--- src/rtl/dmem_bridge_pkg.sv ---
// dmem_bridge_pkg
//   Shared definitions for the data-memory bridge:
//   - state_e           : bridge FSM states (IDLE, REQ, WAIT_R, DONE)
//   - TIMEOUT_CYCLES_DEF: default bus-wait limit in cycles
//   - WORD_ALIGN_MASK   : clears the byte-offset bits of a byte address
//   - is_word_aligned() : true when a byte address lies on a word boundary
package dmem_bridge_pkg;

   typedef enum logic [1:0] {
      ST_IDLE   = 2'd0,
      ST_REQ    = 2'd1,
      ST_WAIT_R = 2'd2,
      ST_DONE   = 2'd3
   } state_e;

   localparam int          TIMEOUT_CYCLES_DEF = 255;
   localparam logic [31:0] WORD_ALIGN_MASK    = 32'hFFFF_FFFC;

   function automatic logic is_word_aligned(input logic [31:0] addr);
      return (addr & ~WORD_ALIGN_MASK) == 32'd0;
   endfunction

endpackage

--- src/rtl/dmem_bridge_if.sv ---
// dmem_bridge_if
//   Word-wide RAM bus with a request/grant/response handshake.
//   - mem_req    : request, held until granted
//   - mem_we     : 1 = write, 0 = read
//   - mem_addr   : word address (bits [1:0] always 0)
//   - mem_wdata  : store data
//   - mem_gnt    : RAM accepts the request this cycle
//   - mem_rvalid : read data valid
//   - mem_rdata  : read data
//   Modports: master (bridge side), slave (RAM side).
interface dmem_bridge_if;

   logic        mem_req;
   logic        mem_we;
   logic [31:0] mem_addr;
   logic [31:0] mem_wdata;
   logic        mem_gnt;
   logic        mem_rvalid;
   logic [31:0] mem_rdata;

   modport master (
      output mem_req, mem_we, mem_addr, mem_wdata,
      input  mem_gnt, mem_rvalid, mem_rdata
   );

   modport slave (
      input  mem_req, mem_we, mem_addr, mem_wdata,
      output mem_gnt, mem_rvalid, mem_rdata
   );

endinterface

--- src/rtl/dmem_timeout_ctr.sv ---
// dmem_timeout_ctr
//   Bus-wait cycle counter for the data-memory bridge.
//   Ports:
//   - clk_cpu, reset : clock and synchronous active-high reset
//   - clear          : restart counting (asserted on entry to a transaction)
//   - enable         : count this cycle (bridge is waiting on the bus)
//   - expired        : the current waiting cycle is cycle number LIMIT
//   Counting stops once expired so the register never wraps.
module dmem_timeout_ctr #(
   parameter int LIMIT = 255
) (
   input  logic clk_cpu,
   input  logic reset,
   input  logic clear,
   input  logic enable,
   output logic expired
);

   localparam int CW = (LIMIT < 2) ? 1 : $clog2(LIMIT + 1);

   logic [CW-1:0] count_reg;

   // count_reg holds the number of waiting cycles already completed, so the
   // LIMIT-th waiting cycle sees LIMIT-1.
   assign expired = enable && (count_reg >= CW'(LIMIT - 1));

   always_ff @(posedge clk_cpu) begin
      if (reset || clear) begin
         count_reg <= '0;
      end else if (enable && !expired) begin
         count_reg <= count_reg + CW'(1);
      end
   end

endmodule

--- src/rtl/dmem_bridge.sv ---
// dmem_bridge
//   Multi-cycle bridge between a single-cycle CPU load/store port and a
//   word-wide RAM with request/grant/response handshake. The CPU is frozen
//   with cpu_stall while a transaction runs and released in the DONE cycle.
//   Ports:
//   - clk_cpu, reset            : clock, synchronous active-high reset
//   - cpu_mem_read/cpu_mem_write: load / store in the current instruction
//   - cpu_addr, cpu_wdata       : byte address and store data
//   - cpu_rdata                 : load data, valid in the DONE cycle
//   - cpu_stall                 : freezes PC and register write
//   - bus (dmem_bridge_if.master): RAM bus
//   - align_err                 : one-cycle pulse on a misaligned access
//   - timeout_err               : sticky bus-timeout flag
//   Optional feature: define DMEM_BRIDGE_TIMEOUT_EN to abort transactions
//   that wait TIMEOUT_CYCLES cycles; otherwise the bridge waits forever and
//   timeout_err is tied low.
module dmem_bridge
   import dmem_bridge_pkg::*;
#(
   parameter int TIMEOUT_CYCLES = TIMEOUT_CYCLES_DEF
) (
   input  logic                 clk_cpu,
   input  logic                 reset,
   input  logic                 cpu_mem_read,
   input  logic                 cpu_mem_write,
   input  logic [31:0]          cpu_addr,
   input  logic [31:0]          cpu_wdata,
   output logic [31:0]          cpu_rdata,
   output logic                 cpu_stall,
   dmem_bridge_if.master        bus,
   output logic                 align_err,
   output logic                 timeout_err
);

   state_e      state_reg, state_next;
   logic        mem_req_reg;
   logic        mem_we_reg;
   logic [31:0] mem_addr_reg;
   logic [31:0] mem_wdata_reg;
   logic [31:0] rdata_reg;

   logic        accept;       // aligned access taken in IDLE
   logic        capture;      // read data returned this cycle
   logic        timeout_hit;  // transaction aborted this cycle
   logic        expired;

`ifdef DMEM_BRIDGE_TIMEOUT_EN
   logic timeout_err_reg;

   dmem_timeout_ctr #(
      .LIMIT (TIMEOUT_CYCLES)
   ) u_timeout_ctr (
      .clk_cpu (clk_cpu),
      .reset   (reset),
      .clear   (accept),
      .enable  ((state_reg == ST_REQ) || (state_reg == ST_WAIT_R)),
      .expired (expired)
   );

   always_ff @(posedge clk_cpu) begin
      if (reset) begin
         timeout_err_reg <= 1'b0;
      end else if (timeout_hit) begin
         timeout_err_reg <= 1'b1;
      end
   end

   assign timeout_err = timeout_err_reg;
`else
   assign expired     = 1'b0;
   assign timeout_err = 1'b0;
`endif

   always_comb begin
      state_next  = state_reg;
      accept      = 1'b0;
      capture     = 1'b0;
      timeout_hit = 1'b0;
      align_err   = 1'b0;
      case (state_reg)
         ST_IDLE: begin
            if (cpu_mem_read || cpu_mem_write) begin
               if (is_word_aligned(cpu_addr)) begin
                  accept     = 1'b1;
                  state_next = ST_REQ;
               end else begin
                  align_err  = 1'b1;
               end
            end
         end
         ST_REQ: begin
            // A grant always wins over an expiring counter; a read granted
            // without data falls into WAIT_R where the counter is still live.
            if (bus.mem_gnt) begin
               if (mem_we_reg) begin
                  state_next = ST_DONE;
               end else if (bus.mem_rvalid) begin
                  capture    = 1'b1;
                  state_next = ST_DONE;
               end else begin
                  state_next = ST_WAIT_R;
               end
            end else if (expired) begin
               timeout_hit = 1'b1;
               state_next  = ST_DONE;
            end
         end
         ST_WAIT_R: begin
            if (bus.mem_rvalid) begin
               capture    = 1'b1;
               state_next = ST_DONE;
            end else if (expired) begin
               timeout_hit = 1'b1;
               state_next  = ST_DONE;
            end
         end
         ST_DONE: begin
            state_next = ST_IDLE;
         end
         default: begin
            state_next = ST_IDLE;
         end
      endcase
   end

   always_ff @(posedge clk_cpu) begin
      if (reset) begin
         state_reg     <= ST_IDLE;
         mem_req_reg   <= 1'b0;
         mem_we_reg    <= 1'b0;
         mem_addr_reg  <= '0;
         mem_wdata_reg <= '0;
         rdata_reg     <= '0;
      end else begin
         state_reg   <= state_next;
         // Request is high for exactly the cycles spent in REQ.
         mem_req_reg <= (state_next == ST_REQ);
         if (accept) begin
            mem_addr_reg  <= cpu_addr & WORD_ALIGN_MASK;
            mem_wdata_reg <= cpu_wdata;
            mem_we_reg    <= cpu_mem_write;
            rdata_reg     <= '0;
         end
         if (capture) begin
            rdata_reg <= bus.mem_rdata;
         end else if (timeout_hit) begin
            rdata_reg <= '0;
         end
      end
   end

   assign cpu_stall     = accept || (state_reg == ST_REQ) || (state_reg == ST_WAIT_R);
   assign cpu_rdata     = align_err ? 32'd0 : rdata_reg;
   assign bus.mem_req   = mem_req_reg;
   assign bus.mem_we    = mem_we_reg;
   assign bus.mem_addr  = mem_addr_reg;
   assign bus.mem_wdata = mem_wdata_reg;

endmodule

--- src/flat_wrapper.sv ---
// flat-port wrapper written by rule: the top's interface ports become plain ports
module dmem_bridge_flat import dmem_bridge_pkg::*;
#(
   parameter int TIMEOUT_CYCLES = TIMEOUT_CYCLES_DEF
)
  (clk_cpu, reset, cpu_mem_read, cpu_mem_write, cpu_addr, cpu_wdata, cpu_rdata, cpu_stall, align_err, timeout_err, bus_mem_req, bus_mem_we, bus_mem_addr, bus_mem_wdata, bus_mem_gnt, bus_mem_rvalid, bus_mem_rdata);
  dmem_bridge_if bus_i ();
  input  logic clk_cpu;
  input  logic reset;
  input  logic cpu_mem_read;
  input  logic cpu_mem_write;
  input  logic [31:0] cpu_addr;
  input  logic [31:0] cpu_wdata;
  output logic [31:0] cpu_rdata;
  output logic cpu_stall;
  output logic align_err;
  output logic timeout_err;
  output wire logic [$bits(bus_i.mem_req)-1:0] bus_mem_req;
  output wire logic [$bits(bus_i.mem_we)-1:0] bus_mem_we;
  output wire logic [$bits(bus_i.mem_addr)-1:0] bus_mem_addr;
  output wire logic [$bits(bus_i.mem_wdata)-1:0] bus_mem_wdata;
  input wire logic [$bits(bus_i.mem_gnt)-1:0] bus_mem_gnt;
  input wire logic [$bits(bus_i.mem_rvalid)-1:0] bus_mem_rvalid;
  input wire logic [$bits(bus_i.mem_rdata)-1:0] bus_mem_rdata;
  assign bus_mem_req = bus_i.mem_req;
  assign bus_mem_we = bus_i.mem_we;
  assign bus_mem_addr = bus_i.mem_addr;
  assign bus_mem_wdata = bus_i.mem_wdata;
  assign bus_i.mem_gnt = bus_mem_gnt;
  assign bus_i.mem_rvalid = bus_mem_rvalid;
  assign bus_i.mem_rdata = bus_mem_rdata;
  dmem_bridge #(.TIMEOUT_CYCLES(TIMEOUT_CYCLES)) u_core (.clk_cpu(clk_cpu), .reset(reset), .cpu_mem_read(cpu_mem_read), .cpu_mem_write(cpu_mem_write), .cpu_addr(cpu_addr), .cpu_wdata(cpu_wdata), .cpu_rdata(cpu_rdata), .cpu_stall(cpu_stall), .bus(bus_i), .align_err(align_err), .timeout_err(timeout_err));
endmodule
--- config.mk ---
export PLATFORM = sky130hd
export DESIGN_NAME = dmem_bridge_flat
export DESIGN_NICKNAME = d
export VERILOG_FILES = /design/src/rtl/dmem_bridge_pkg.sv /design/src/rtl/dmem_bridge_if.sv /design/src/rtl/dmem_timeout_ctr.sv /design/src/rtl/dmem_bridge.sv /design/src/flat_wrapper.sv
export SDC_FILE = /design/constraint.sdc
export NUM_CORES = 1
export LEC_CHECK = 0
export CORE_MARGIN = 3
export CORE_UTILIZATION = 39
export CTS_BUF_LIST = sky130_fd_sc_hd__clkbuf_4 sky130_fd_sc_hd__clkbuf_8 sky130_fd_sc_hd__clkbuf_16
export CTS_CLUSTER_DIAMETER = 60
export CTS_CLUSTER_SIZE = 30
export DETAILED_ROUTE_END_ITERATION = 7
export PLACE_DENSITY = 0.81
export SLEW_MARGIN = 20
export SYNTH_ARGS = -nofsm -noshare
export SYNTH_HDL_FRONTEND = slang
export SYNTH_SLANG_ARGS = --single-unit
--- constraint.sdc ---
create_clock -name clk_cpu -period 2.1 [get_ports clk_cpu]
set_clock_uncertainty 0.05 [all_clocks]
set_input_delay 0.315 -clock clk_cpu [delete_from_list [all_inputs] [get_ports clk_cpu]]
set_output_delay 0.315 -clock clk_cpu [all_outputs]
set_load 0.02 [all_outputs]
==> summary.txt <==
Outcome
  – Outcome: finished, final reports clean

GRT
  – Grt ovf: 0
  – Largest net degree at the start of global routing: between 60 and 70
  – Antenna violations before repair: 1
  – Vias in the first global route: 3836
  – Global-route wire length before repair: 19300 um
  – Overall Global Routing Usage: 0.212

Worst hold path
  – Worst min-delay path class: input port to flip-flop

Floorplan
  – Die Width: about 110 um
  – Die H: around 110 um
  – Ports: approximately 200
  – Starting Density: 0.411
  – Die area: 11200 um2
  – Row count: 35
  – Core Area: between 9000 and 10000 um2

Yosys
  – Post-synth cell types: 26
  – Largest area contributor in the netlist: dfxtp_1
  – Seq/Total Area, Yosys: 0.505
  – Synth top area share: 0.505
  – Yosys warning count: 0
  – Post-synthesis cell count: between 400 and 500
  – FF+latch count, synth: roughly 100
  – Mapped Avg Cell Area: about 8.0 um2
  – Cells taking the most area after synthesis: dfxtp_1 (51%), nand2_1 (15%), a21oi_1 (13%)
  – Syn Std Cell Area: 3880 um2

Drt
  – Via count: 3978
  – Routed WL per cell: approximately 15 um
  – Drt drc: 0
  – Total Wirelength: ~12000 um
  – Iter 0 DRT Violations: 191
  – Vias per inst: roughly 4.9
  – Antenna viol nets, final: 0
  – Total iterations of the first detailed-routing run: 6

Worst setup path
  – CP Data Arrival Time: roughly 1700 ps
  – Critical path endpoint category: output port
  – Worst EP required: between 1500 and 2000 ps
  – Reg2reg start: u_core.state_reg[0]
  – Crit start category: flip-flop
  – Max FO, Critical Path: 3
  – Max incr delay on CP: 350 ps
  – Crit path launch: u_core.state_reg[1]
  – End point of the critical path: cpu_stall
  – R2R cell count: 7
  – Worst reg-to-reg setup slack: 320 ps
  – Crit path cell chain: inv_2 > ha_4 > o21a_4 > and2_2 > or3_4 > buf_6
  – Crit Path Class: flip-flop to output port
  – Critical-path cell with the highest stage delay: dfxtp_2
  – Worst R2R End: u_core.bus.mem_addr[7]

Clocking
  – Clock Tree Buf Depth: 2
  – # hold bufs at CTS: 0
  – Clock transition at path regs: approximately 90 ps
  – CTS Buf Count: 9
  – Clk_lat worst skew: roughly 350 ps
  – H-tree depth: 3
  – Clock root cell: clkbuf_8
  – CTS tree: done
  – CTS sink count: 98

Power
  – Tot Pwr: roughly 5.2 mW
  – Peak VDD IR: around 0.00039 V
  – Leakage Power: between 2 and 2.5 nW
  – PwrDens: between 800 and 900 nW/um2

Placement
  – Pre-CTS setup slack: -421 ps
  – Post-DP HPWL: between 8000 and 9000 um
  – Placed inst area: around 6000 um2
  – Global placement routability congestion: between 0.8 and 0.9
  – Cells after DPL: 794
  – Input/output buffers: about 200

Timing
  – Fmax: ~0.49 GHz
  – Worst Tran Pin Value: 623 ps
  – Final hold vios: 0
  – Worst setup margin: between 40 and 50 ps
  – Crit path time final: approximately 2100 ps
  – Period utilization: 0.979
  – Slew Limit Fails: 0
  – Worst slew margin: 0.585
  – Final setup fails: 0
  – RSZ-0062 raised after global routing: yes

Finish
  – Ant diodes: 0
  – Layout cell share with drive strength beyond 1: 0.147
  – Area occupied by registers: 1960 um2
  – Syn-to-layout area delta: 64.2%
  – Final net count: between 700 and 800
  – Most frequent cells in the layout: clkdlybuf4s50_1 (163), nand2_1 (158), a21oi_1 (97)
  – Most common cell after layout, fill and taps aside: clkdlybuf4s50_1
  – Post-route insts no fill: roughly 820
  – Multi-input logic area: 1730 um2
  – Post-route cell area: roughly 6400 um2
  – Fillcell total: between 700 and 800

Job
  – MaxCap Viol Count: 0
## Yosys cell counts (all sizes together)
library cell and count:
a21oi 97, nand3 32, o22a 1, o31ai 1, o211a 1, clkbuf 13, nand2 159, dfxtp 98
ha 3, and2 33, inv 3, and3b 1, o211ai 1, nor3 1, a211oi 1, conb 1
a2111oi 1, o21a 2, buf 27, o21ai 3, nor2 4, or3 1, nor2b 2
## timing repair
item,CTS,global route
pin swaps,1,1
setup buffers,3,1
gates cloned,2,0
setup endpoints to repair,34,34
hold endpoints to repair,0,0
resized for setup,160,67
## area by class of cell
| cell class | count | share of cell area |
|---|---|---|
| flip-flops and latches | 98 | 0.308 |
| multi-input cells | 347 | 0.271 |
| repair buffers | 223 | 0.359 |
| clock buffers | 10 | 0.0206 |
| well taps | 129 | 0.0253 |
| inverters | 3 | 0.00177 |
| clock inverters | 5 | 0.0137 |
## per-stage QoR
| stage | TNS, ps | hold slack [ps] | util |
|---|---|---|---|
| global placement | -15210 | 391 | 0.631 |
| floorplan | 0 | 393 | - |
| finish | 0 | 153 | 0.674 |
| global route | -177 | 142 | 0.674 |
| detailed placement | -19950 | 396 | 0.631 |
| CTS | -25.3 | 132 | 0.653 |
## kinds of logic after synthesis
group                    Yosys count  share of synthesized area
buffers and inverters             43                     0.0722
AND/OR/NAND/NOR                  233                      0.261
other                              1                   0.000966
flip-flops                        98                      0.505
AO/OA/AOI/OAI                    108                      0.151
adder cells (fa/ha/maj)            3                    0.00967
## routing by layer
layer / wire length, um / global-route usage / part of all wire
met1: 4700 / 0.238 / 0.38
met2: 6350 / 0.386 / 0.52
met3: 934 / 0.0521 / 0.076
met4: 265 / 0.0777 / 0.022
met5: 14 / 0 / 0.0011
## power breakdown
part	switching, mW	leakage, nW	internal, mW
Combinational	0.867	1.46	0.910
Clock	0.648	0.108	0.691
Sequential	0.0807	0.796	2.01
Total	1.60	2.36	3.62
## worst max-delay path, delay by kind of cell, from the launching register on
family | cells | cell delay, ps
fa+ha+maj | 1 | 150
simple gates | 2 | 520
flops | 1 | 350
compound gates | 1 | 130
buf+inv | 2 | 190
## worst min-delay path by stage
stage                                        start                  endpoint  slack, ps  depth (start not counted)
after global placement      u_core.bus.mem_addr[6]    u_core.bus.mem_addr[6]        390                          2
after detailed placement  u_core.bus.mem_wdata[15]  u_core.bus.mem_wdata[15]        400                          2
final                                        reset        u_core.bus.mem_req        150                          2
after floorplan                u_core.rdata_reg[0]       u_core.rdata_reg[0]        390                          2
after global routing                         reset        u_core.bus.mem_req        140                          2
after CTS                                    reset        u_core.bus.mem_req        130                          2
Power figures use the tool's default switching activity.
